## src/rtl/pc_seq_pkg.sv

```systemverilog
// pc_seq_pkg: shared types and helpers for the fetch-stage PC sequencer.
//   state_t : sequencer life-cycle state (BOOT -> RUN <-> HALT)
//   src_t   : which source feeds the next fetch PC
//   align_lo_mask() : mask of the PC bits that must be zero for an aligned target
package pc_seq_pkg;

  typedef enum logic [1:0] {
    BOOT = 2'd0,
    RUN  = 2'd1,
    HALT = 2'd2
  } state_t;

  typedef enum logic [2:0] {
    SRC_SEQ,
    SRC_REDIR,
    SRC_RET,
    SRC_TRAP,
    SRC_HOLD
  } src_t;

  // Low-bit mask for a power-of-two instruction size (4 -> 64'h3).
  function automatic logic [63:0] align_lo_mask(input int unsigned instr_bytes);
    return 64'(instr_bytes) - 64'd1;
  endfunction

endpackage

```

## src/rtl/pc_ras_stack.sv

```systemverilog
// pc_ras_stack: circular return-address stack.
//   clk, reset      : clock, asynchronous active-low reset
//   push, push_data : push a return address (full stack overwrites the oldest entry)
//   pop             : drop the top entry (ignored while empty)
//   top             : current top entry (meaningless while empty)
//   empty           : no entries held
// The caller never asserts push and pop in the same cycle.
module pc_ras_stack #(
  parameter int XLEN  = 64,
  parameter int DEPTH = 4
) (
  input  logic            clk,
  input  logic            reset,
  input  logic            push,
  input  logic [XLEN-1:0] push_data,
  input  logic            pop,
  output logic [XLEN-1:0] top,
  output logic            empty
);

  localparam int PW = $clog2(DEPTH);
  localparam int CW = PW + 1;
  localparam logic [CW-1:0] FULL = CW'(DEPTH);

  logic [XLEN-1:0] mem [DEPTH];
  logic [PW-1:0]   ptr;      // next slot to write; wraps, so a full push lands on the oldest entry
  logic [CW-1:0]   count;
  logic [PW-1:0]   top_idx;

  assign top_idx = ptr - PW'(1);
  assign top     = mem[top_idx];
  assign empty   = (count == '0);

  always_ff @(posedge clk or negedge reset) begin
    if (!reset) begin
      ptr   <= '0;
      count <= '0;
    end else if (push) begin
      ptr <= ptr + PW'(1);
      if (count != FULL) count <= count + CW'(1);
    end else if (pop && !empty) begin
      ptr   <= ptr - PW'(1);
      count <= count - CW'(1);
    end
  end

  // Storage needs no reset: count gates every read.
  always_ff @(posedge clk) begin
    if (push) mem[ptr] <= push_data;
  end

endmodule

```

## src/rtl/pc_sequencer.sv

```systemverilog
// pc_sequencer: fetch-stage program-counter sequencer.
// Owns the fetch PC, picks the next PC (sequential / redirect / return / trap / hold),
// and tracks BOOT/RUN/HALT. Optional return-address stack under macro PC_SEQ_RAS_EN.
// Ports:
//   clk, reset                 : clock, asynchronous active-low reset
//   stall                      : hold PC (does not block redirects or traps)
//   halt_req, resume           : enter / leave HALT
//   redirect_valid/_target     : taken branch or jump
//   redirect_is_call           : redirect is a call, push return address (RAS builds)
//   ret_req                    : predicted return, pop RAS (RAS builds)
//   trap_valid, trap_vector    : exception / interrupt entry
//   pc_out, fetch_valid        : current fetch PC and its validity
//   halted                     : in HALT
//   misalign_err, misalign_addr: one-cycle pulse and captured raw target on misaligned redirect/trap
//   ras_empty                  : RAS holds no entries (tied 1 without PC_SEQ_RAS_EN)
module pc_sequencer
  import pc_seq_pkg::*;
#(
  parameter int              XLEN         = 64,
  parameter logic [XLEN-1:0] RESET_VECTOR = '0,
  parameter int              INSTR_BYTES  = 4,
  parameter int              RAS_DEPTH    = 4
) (
  input  logic            clk,
  input  logic            reset,
  input  logic            stall,
  input  logic            halt_req,
  input  logic            resume,
  input  logic            redirect_valid,
  input  logic [XLEN-1:0] redirect_target,
  input  logic            redirect_is_call,
  input  logic            ret_req,
  input  logic            trap_valid,
  input  logic [XLEN-1:0] trap_vector,
  output logic [XLEN-1:0] pc_out,
  output logic            fetch_valid,
  output logic            halted,
  output logic            misalign_err,
  output logic [XLEN-1:0] misalign_addr,
  output logic            ras_empty
);

  localparam logic [XLEN-1:0] LO_MASK = XLEN'(align_lo_mask(INSTR_BYTES));
  localparam logic [XLEN-1:0] STEP    = XLEN'(INSTR_BYTES);

  state_t          state, state_n;
  src_t            src;
  logic [XLEN-1:0] seq_pc, tgt, pc_n, ras_top;
  logic            push, pop, ras_hit, call_ok, ras_emp, jump, mis;

  // Wraps modulo 2^XLEN by construction.
  assign seq_pc = pc_out + STEP;

`ifdef PC_SEQ_RAS_EN
  pc_ras_stack #(.XLEN(XLEN), .DEPTH(RAS_DEPTH)) u_ras (
    .clk       (clk),
    .reset     (reset),
    .push      (push),
    .push_data (seq_pc),
    .pop       (pop),
    .top       (ras_top),
    .empty     (ras_emp)
  );
  // A stalled return waits; a return on an empty stack falls through to halt/stall/seq.
  assign ras_hit = ret_req && !ras_emp && !stall;
  assign call_ok = redirect_is_call;
`else
  logic unused_ras;
  assign ras_top    = '0;
  assign ras_emp    = 1'b1;
  assign ras_hit    = 1'b0;
  assign call_ok    = 1'b0;
  assign unused_ras = ^{ret_req, redirect_is_call, push, pop};
`endif

  assign ras_empty = ras_emp;

  // Next state and PC source, priority trap > redirect > return > halt > stall > seq.
  always_comb begin
    state_n = state;
    src     = SRC_HOLD;
    push    = 1'b0;
    case (state)
      BOOT: state_n = RUN;  // RESET_VECTOR itself becomes the first fetch
      RUN: begin
        if (trap_valid) begin
          src = SRC_TRAP;
        end else if (redirect_valid) begin
          src  = SRC_REDIR;
          push = call_ok;
        end else if (ras_hit) begin
          src = SRC_RET;
        end else if (halt_req) begin
          state_n = HALT;
        end else if (!stall) begin
          src = SRC_SEQ;
        end
      end
      HALT: begin
        if (trap_valid) begin
          src     = SRC_TRAP;
          state_n = RUN;
        end else if (resume) begin
          state_n = RUN;
        end
      end
      default: state_n = BOOT;
    endcase
  end

  assign pop = (src == SRC_RET);

  always_comb begin
    tgt  = (src == SRC_TRAP) ? trap_vector : redirect_target;
    jump = (src == SRC_TRAP) || (src == SRC_REDIR);
    mis  = jump && |(tgt & LO_MASK);
    case (src)
      SRC_SEQ:             pc_n = seq_pc;
      SRC_RET:             pc_n = ras_top;
      SRC_TRAP, SRC_REDIR: pc_n = tgt & ~LO_MASK;  // misaligned targets are forced aligned
      default:             pc_n = pc_out;
    endcase
  end

  always_ff @(posedge clk or negedge reset) begin
    if (!reset) begin
      state         <= BOOT;
      pc_out        <= RESET_VECTOR;
      misalign_err  <= 1'b0;
      misalign_addr <= '0;
    end else begin
      state        <= state_n;
      pc_out       <= pc_n;
      misalign_err <= mis;
      if (mis) misalign_addr <= tgt;  // raw target, held until the next error
    end
  end

  assign fetch_valid = (state == RUN);
  assign halted      = (state == HALT);

endmodule

```

## config.mk

```make
export PLATFORM = sky130hd
export DESIGN_NAME = pc_sequencer
export DESIGN_NICKNAME = d
export VERILOG_FILES = /design/src/rtl/pc_seq_pkg.sv /design/src/rtl/pc_ras_stack.sv /design/src/rtl/pc_sequencer.sv
export SDC_FILE = /design/constraint.sdc
export NUM_CORES = 1
export LEC_CHECK = 0
export BUFFER_PORTS_ARGS = -buffer_cell sky130_fd_sc_hd__buf_2
export CORE_MARGIN = 3
export CORE_UTILIZATION = 35
export DETAILED_ROUTE_END_ITERATION = 8
export HOLD_SLACK_MARGIN = 0.12
export MAX_ROUTING_LAYER = met4
export PLACE_DENSITY = 0.64
export REMOVE_ABC_BUFFERS = 1
export SLEW_MARGIN = 15
export SYNTH_ARGS = -nofsm -noshare
export SYNTH_HDL_FRONTEND = slang
export SYNTH_HIERARCHICAL = 1
export SYNTH_SLANG_ARGS = --single-unit
```

## constraint.sdc

```tcl
create_clock -name clk -period 8.55 [get_ports clk]
set_clock_uncertainty 0.2 [all_clocks]
set_input_delay 1.71 -clock clk [delete_from_list [all_inputs] [get_ports clk]]
set_output_delay 1.71 -clock clk [all_outputs]
set_load 0.005 [all_outputs]
```

# Yosys cells after proc, flatten, opt, wreduce, memory -nomap -nowiden
# Index checks and enable logic that the tools add are counted.
# Widths: inputs -> output; s select.
word_totals:
  reg_bits: 131
  input_bits: 137
  output_inout_bits: 132
  elab_cells: 36
op_classes:
  n_addsub: 1
  n_eq_ne: 9
  muxes: 14
  n_reduce_logical: 8
op_table:
  columns: ["cell", "count"]
  rows:
  - ["$pmux 64 s3", 1]
  - ["$add 64x3->64 const B", 1]
  - ["$mux 64", 1]
  - ["$mux 3", 5]
  - ["$mux 2", 5]
  - ["$eq 3x2->1 const B", 2]
  - ["$ne 2x2->1 const B", 3]
  - ["$pmux 2 s3", 1]
  - ["$pmux 3 s2", 1]
  - ["$reduce_and 4->1", 1]
  - ["$reduce_or 2->1", 2]
  - ["$eq 3x1->1 const B", 1]
  - ["$logic_not 3->1", 1]
  - ["$ne 3x3->1 const B", 1]
  - ["$reduce_bool 3->1", 1]
  - ["$eq 2x1->1 const B", 1]
  - ["$eq 2x2->1 const B", 1]
  - ["$logic_not 2->1", 1]
  - ["$logic_and 1x1->1", 1]
  - ["$logic_or 1x1->1", 1]

# Longest topological paths before layout
# Gate-level depths: netlist of run 1.
depth:
  ltp_word: 9
  mapped_depth: 11
  depth_no_buf: 8

# Worst setup path after synthesis of run 1
# No wires, ideal clock.
synth_path:
  kind: "input to register"
  start: "input stall"
  end: "register misalign_addr[23]"
  setup_time_ps: 138
  arrival_ps: 3417
  required_time_ps: 8212
  path_slack_ps: 4796
  stages: 9
  n_path_buf: 3
  path_cell_list: "or2_2 a311o_1 clkbuf_1 nor2_1 o311ai_1 clkbuf_1 clkbuf_1 nand2_1 o21ai_0"
synth_between:
  elab_chain_cells: 9
  elab_cells_between_ends: 11
  classes_between: "2 x eq/ne; 6 x mux; 3 x reduce/logical"
synth_lines:
  columns: ["element", "line", "rtl"]
  rows:
  - ["start: declaration", "pc_sequencer.sv:26", "input logic stall,"]
  - ["$mux 3 *", "pc_sequencer.sv:95", "end else if (!stall) begin"]
  - ["$mux 3 *", "pc_sequencer.sv:93", "end else if (halt_req) begin"]
  - ["$mux 3 *", "pc_sequencer.sv:88", "end else if (redirect_valid) begin"]
  - ["$mux 3 *", "pc_sequencer.sv:86", "if (trap_valid) begin"]
  - ["$pmux 3 s2 *", "pc_sequencer.sv:83", "case (state)"]
  - ["$eq 3x2->1", "pc_sequencer.sv:114, pc_sequencer.sv:115", null]
  - ["$mux 64", "pc_sequencer.sv:114", "tgt = (src == SRC_TRAP) ? trap_vector : redirect_target;"]
  - ["$reduce_or 2->1", "pc_sequencer.sv:116", "mis = jump && |(tgt & LO_MASK);"]
  - ["$logic_and 1x1->1", "pc_sequencer.sv:116", null]
  - ["end signal: assignment", "pc_sequencer.sv:135", "if (mis) misalign_addr <= tgt;"]
  - ["end: declaration", "pc_sequencer.sv:39", "output logic [XLEN-1:0] misalign_addr,"]
# Every way passes the cells marked *; elsewhere a longest branch is shown, timed or not.
# A chain may end at the register's enable or synchronous reset.

# Worst setup path after layout of run 1
layout_path:
  start: "input trap_valid"
  end: "register misalign_addr[36]"
layout_between:
  elab_chain_cells: 6
  elab_cells_between_ends: 9
  classes_between: "2 x eq/ne; 4 x mux; 3 x reduce/logical"
layout_lines:
  columns: ["element", "line", "rtl"]
  rows:
  - ["start: declaration", "pc_sequencer.sv:33", "input logic trap_valid,"]
  - ["$mux 3 (on tied branches)", "pc_sequencer.sv:100, pc_sequencer.sv:86", null]
  - ["$pmux 3 s2 *", "pc_sequencer.sv:83", null]
  - ["$eq 3x2->1", "pc_sequencer.sv:114, pc_sequencer.sv:115", null]
  - ["$mux 64", "pc_sequencer.sv:114", null]
  - ["$reduce_or 2->1", "pc_sequencer.sv:116", null]
  - ["$logic_and 1x1->1", "pc_sequencer.sv:116", null]
# Marks and branches as above.

==> out/metrics.csv, run 1 <==
metric,value,unit
run status,"complete, no violations",
max-cap viol count,0,
Core Box Area,19700,µm²
Fillers,1918,
Iter 0 DRT Violations,387,
first-pass GRT wire length,36.5,mm
CTS Buffer Depth,2,
Area Growth Syn to Fin,31.4,%
Setup Buffers After CTS,0,
TritonCTS clock tree,done,
most frequent cells after synthesis,"nand2_1 (132), dfrtp_1 (129), o21ai_0 (99), mux2i_1 (55), nor2_1 (49)",
Pwr Total,3590,µW
most frequent cell after synthesis,nand2_1,
dpl cell area,8720,µm²
clock latency on the worst-skew pair,0.42,ns
All-Layer GR Usage,21.5,%
CP endpoint,misalign_addr[36]$_DFFE_PN0P_,
Post-CTS Hold Fix Bufs,0,
die area,22100,µm²
Netlist cell types,59,
crit path kind,in -> reg,
DRC,0,
drt first pass iters,7,
DRT antenna net count,0,
Lkg Pwr,0.00423,µW
top post-synthesis cells by area,"dfrtp_1 (45%), mux2i_1 (7.7%), nand2_1 (7.0%)",
die width,149,µm
"Reg clk slew, reported paths",0.06,ns
share of layout cells above drive strength 1,31.8,%
FF-to-FF setup slack,4.88,ns
Seq cells post-synth,129,
Final Max Slew Viols,0,
r2r worst-path depth,10,
RSZ-0062 raised after global routing,no,
Hold Crit Class,reg -> reg,
largest net degree at the start of global routing,78,
PD cells,384,nW/µm²
Most used DFF post-synth,dfrtp_1,
Worst Max-Slew Pin Slew,1.02,ns
Mapped Area,7110,µm²
routed vias/inst,5.37,
Final Setup Violations,0,
num rows,51,
drt wl/cell,17.8,µm
FF-to-FF Start,state[0]$_DFFE_PN0P_,
Max-Slew Margin vs Limit,31.4,%
Initial Utilization,36.1,%
Critical Path Fanout Max,77,
nets@finish,1185,
Num CTS Buffers,17,
CTS resizes,0,
clk root buf,clkbuf_16,
worst r2r dst,misalign_addr[36]$_DFFE_PN0P_,
Synth top area share,45.4,%
Die Ht,149,µm
GRT overflow,0,
"area leader, netlist",dfrtp_1,
vias in the first global route,6653,
count of input and output buffers,263,
Detailed Route WL,23.5,mm
Worst Setup SP,trap_valid,
# IOs,269,
H-tree depth,4,
maximum clock frequency,241,MHz
initial antenna violation count,1,
Hold Fails Final Rpt,0,
DP HPWL,16.8,mm
critical path required time,8.65,ns
gp weighted congestion,0.840,
synthesized instance count,798,
number of synthesized flops with an enable pin,0,
VDD IR max,0.206,mV
sequential fraction of the synthesis area,45.4,%
clk sink count,129,
min cycle time layout,4.15,ns
routed via count,7091,
"Period Utilization, post-route",48.5,%
design area,9350,µm²
Yosys Warn Count,6,
Syn Area/Cell,8.91,µm²
"FFs w/ async S/R, synth",100,%
Crit. End Element,flop,
critical path arrival,4.25,ns
startpoint type of the worst setup path,primary input,
## area by class of cell
class | count | area, µm² | area share, %
Clock inverter | 9 | 128 | 1.37
Tap cell | 265 | 332 | 3.55
Timing Repair Buffer | 276 | 1420 | 15.2
Inverter | 13 | 48.8 | 0.522
Multi-Input combinational cell | 605 | 3690 | 39.5
Sequential cell | 129 | 3230 | 34.5
Clock buffer | 23 | 498 | 5.33
Antenna cell | 1 | 2.50 | 0.0268
## kinds of logic after synthesis
| kind of cell | synth area share, % |
|---|---|
| adders and majority gates | 1.06 |
| other | 0.106 |
| DFF | 45.4 |
| xor gates and xnor gates | 0.246 |
| AOI/OAI and AO/OA | 20.0 |
| muxes | 9.32 |
| buffers and inverters | 3.75 |
| and+or+nand+nor | 20.1 |
## critical path, stage by stage
cell	delay, ns
buf_2	0.15
nor2_1	0.27
a311o_2	0.22
buf_4	0.43
nor2_1	0.11
buf_4	0.22
o311ai_4	0.09
buf_4	0.60
mux2_2	0.40
## worst min path at each step
stage / from / end / slack [ns] / cells after the start
after floorplan: misalign_addr[10]$_DFFE_PN0P_ / misalign_addr[10]$_DFFE_PN0P_ / 0.27 / 2
after global placement: misalign_addr[33]$_DFFE_PN0P_ / misalign_addr[33]$_DFFE_PN0P_ / 0.26 / 2
after detailed placement: misalign_addr[55]$_DFFE_PN0P_ / misalign_addr[55]$_DFFE_PN0P_ / 0.26 / 2
after CTS: misalign_addr[41]$_DFFE_PN0P_ / misalign_addr[41]$_DFFE_PN0P_ / 0.28 / 2
after global routing: misalign_addr[52]$_DFFE_PN0P_ / misalign_addr[52]$_DFFE_PN0P_ / 0.29 / 2
final: misalign_addr[55]$_DFFE_PN0P_ / misalign_addr[55]$_DFFE_PN0P_ / 0.27 / 2
## registers in the layout, indices dropped and copies added, names as in the netlist
| name | count |
|---|---|
| state | 2 |
| pc_out | 62 |
| misalign_addr | 64 |
| misalign_err | 1 |
## power breakdown
group | leakage, µW | switching, µW | total [µW] | internal (µW)
combinational | 0.00237 | 1020 | 1690 | 668
sequential | 0.00155 | 246 | 1140 | 890
clock | 0.000313 | 270 | 767 | 497
## per-layer routing
metal,part of all wire (%),global-route usage (%)
met1,44,28.3
met3,5.3,2.99
met4,2.2,6.56
met2,49,34.7
met5,0,-
## stage by stage
step                hold slack, ns  worst slack [ns]  utilization [%]  cells  TNS (ns)
global route                 0.294              4.25             47.4   1321         0
finish                       0.271              4.40             47.4   1321         0
global placement             0.258              4.01             44.2   1288         0
CTS                          0.278              4.41             47.4   1320         0
floorplan                    0.273            -0.284                -    747    -16.43
detailed placement           0.265              3.97             44.2   1288         0
## placed cells by master (no fill, tap or decap), drive strengths merged, types with 5 or more instances in the layout
| cell | count |
|---|---|
| a21oi | 47 |
| a311oi | 5 |
| a31oi | 12 |
| and2 | 6 |
| and3 | 7 |
| and4 | 6 |
| buf | 276 |
| clkbuf | 23 |
| clkinv | 6 |
| dfrtp | 129 |
| ha | 6 |
| inv | 13 |
| mux2 | 10 |
| mux2i | 55 |
| nand2 | 132 |
| nand3 | 34 |
| nand4 | 18 |
| nor2 | 49 |
| nor3 | 16 |
| nor4 | 8 |
| o211ai | 15 |
| o21ai | 99 |
| o221ai | 5 |
| o22ai | 9 |
| o311ai | 8 |
| or3 | 5 |
| or4 | 5 |
No activity file was read; power rests on OpenSTA's default activity.
==> run 2, diff against run 1 <==
Settings changed: PLACE_DENSITY 0.64 to 0.67.
Clock period 8.55 ns to 3.6 ns, I/O delays scaled along.
==> run 2 against run 1 <==
Count of clock-buffer cells in the layout stayed put; die area stayed put; total power is 140% higher; clock power grew 140%; flip-flop and latch count did not move; first-iteration DRC count rose by 9.0%; setup slack lost 4.0 ns; largest power group unchanged.
==> out/metrics.csv, run 2 (synthesis results as in run 1) <==
metric,value,unit,change
run status,"complete, no violations",,
Final Worst Setup Slack,0.413,ns,-3.99 ns
FF-to-FF setup slack,0.41,ns,-4.47 ns
vias in the first global route,6546,,-1.6%
Max-Slew Margin vs Limit,46.4,%,+15 points
Core Box Area,19700,µm²,unchanged
layer with the highest usage,met2,,
# IOs,269,,unchanged
Initial Utilization,36.1,%,unchanged
clk sink count,129,,unchanged
clock latency on the worst-skew pair,0.42,ns,about the same
DRC,0,,unchanged
drt first pass iters,7,,unchanged
initial antenna violation count,0,,-1
maximum clock frequency,314,MHz,
Fillers,1906,,-0.63%
Final Setup Violations,0,,unchanged
drt wl/cell,17.6,µm,-0.99%
share of layout cells above drive strength 1,32.3,%,+0.45 points
r2r worst-path depth,7,,-3
Lkg Pwr,0.00429,µW,+1.3%
Hold Crit Class,in -> async,,
ANT cells,0,,-1
Setup Buffers After CTS,0,,unchanged
Setup WS pre-CTS,0.511,ns,-3.45 ns
critical path required time,3.67,ns,-4.98 ns
Detailed Route WL,23.4,mm,-0.32%
Worst Setup SP,pc_out[2]$_DFFE_PN0P_,,
Critical Path Fanout Max,7,,-91%
VDD IR max,0.528,mV,+160%
"Reg clk slew, reported paths",0.06,ns,about the same
gp weighted congestion,0.800,,-4.8%
routed via count,7085,,-0.085%
critical path arrival,3.25,ns,-1.00 ns
die width,149,µm,unchanged
clk root buf,clkbuf_16,,
Iter 0 DRT Violations,422,,+9.0%
max-cap viol count,0,,unchanged
Hold Fails Final Rpt,0,,unchanged
post-route setup TNS,0,ns,unchanged
Die Ht,149,µm,unchanged
GRT overflow,0,,unchanged
Top Registers,"misalign_addr: 64 flops, pc_out: 62 flops, state: 2 flops",,
CTS resizes,0,,unchanged
FF-to-FF Start,pc_out[2]$_DFFE_PN0P_,,
first-pass GRT wire length,35.8,mm,-2.0%
met1 Use GR,28.0,%,-0.32 points
RSZ-0062 raised after global routing,no,,
CTS Buffer Depth,2,,unchanged
num rows,51,,unchanged
Num CTS Buffers,17,,unchanged
die area,22100,µm²,unchanged
Area Growth Syn to Fin,33.0,%,
met2 Use GR,34.4,%,-0.36 points
"Period Utilization, post-route",88.5,%,
largest net degree at the start of global routing,116,,+49%
routed vias/inst,5.33,,-0.76%
max reg flops,64,,unchanged
TritonCTS clock tree,done,,
count of input and output buffers,263,,unchanged
startpoint type of the worst setup path,flop,,
Crit. End Element,flop,,
All-Layer GR Usage,21.2,%,-0.33 points
most frequent cells in the layout,"buf_2 (262), nand2_1 (132), dfrtp_1 (129), o21ai_0 (99), mux2i_1 (55)",,
Post-CTS Hold Fix Bufs,0,,unchanged
PD cells,913,nW/µm²,+140%
min cycle time layout,3.19,ns,
DRT antenna net count,0,,unchanged
DP HPWL,16.7,mm,-0.73%
"Most flops, register",misalign_addr,,
Worst Max-Slew Pin Slew,0.803,ns,-0.216 ns
crit path kind,reg -> reg,,
H-tree depth,4,,unchanged
"most common cell after layout, fill and taps aside",buf_2,,
Final Max Slew Viols,0,,unchanged
grt met3 use,3.02,%,+0.030 points
nets@finish,1195,,+0.84%
run 2: cell type report:
| type | count | area, µm² | area share, % |
|---|---|---|---|
| multi-input combinational | 605 | 3690 | 39.0 |
| sequential | 129 | 3230 | 34.1 |
| timing repair buffer | 286 | 1530 | 16.2 |
| clock buffer | 23 | 478 | 5.05 |
| tap | 265 | 332 | 3.50 |
| clock inverter | 9 | 154 | 1.63 |
| inverter | 13 | 48.8 | 0.516 |
run 2: power breakdown:
part           internal, µW  switching [µW]  total, µW
registers              2110             575       2690
clock network          1210             646       1860
logic                  1650            2450       4100
run 2: worst paths after layout:
path,endpoint
hold reg to reg,misalign_addr[33]$_DFFE_PN0P_
max in group asynchronous,pc_out[43]$_DFFE_PN0P_
setup / recovery,pc_out[56]$_DFFE_PN0P_
min in group clk,misalign_addr[33]$_DFFE_PN0P_
setup reg to reg,pc_out[56]$_DFFE_PN0P_
hold / removal,misalign_addr[50]$_DFFE_PN0P_
run 2: stage by stage:
step	std cells	total power [µW]	hold slack, ns	util, %	cell area, µm²
5_1_grt	1330	9290	0.207	48.0	9460
2_1_floorplan	747	4990	0.224	-	6900
3_5_place_dp	1298	6820	0.264	44.8	8830
4_1_cts	1330	8710	0.178	48.0	9460
3_3_place_gp	1298	6700	0.258	44.8	8830
6_report	1330	8640	0.146	48.0	9460
run 2: metal layers:
| metal | vias to the layer above | share of wire (%) |
|---|---|---|
| met2 | 223 | 49 |
| met5 | - | 0 |
| met1 | 3409 | 44 |
| met3 | 24 | 5.4 |
| met4 | 0 | 1.5 |
| li1 | 3429 | - |
run 2: critical path, stage by stage, from the launching register on:
cell and delay, ns:
dfrtp_1 0.45, ha_1 0.24, nand3_2 0.19, or4_4 0.67, nor4_2 0.67, nand2_1 0.20
o211ai_1 0.22, o311ai_0 0.17
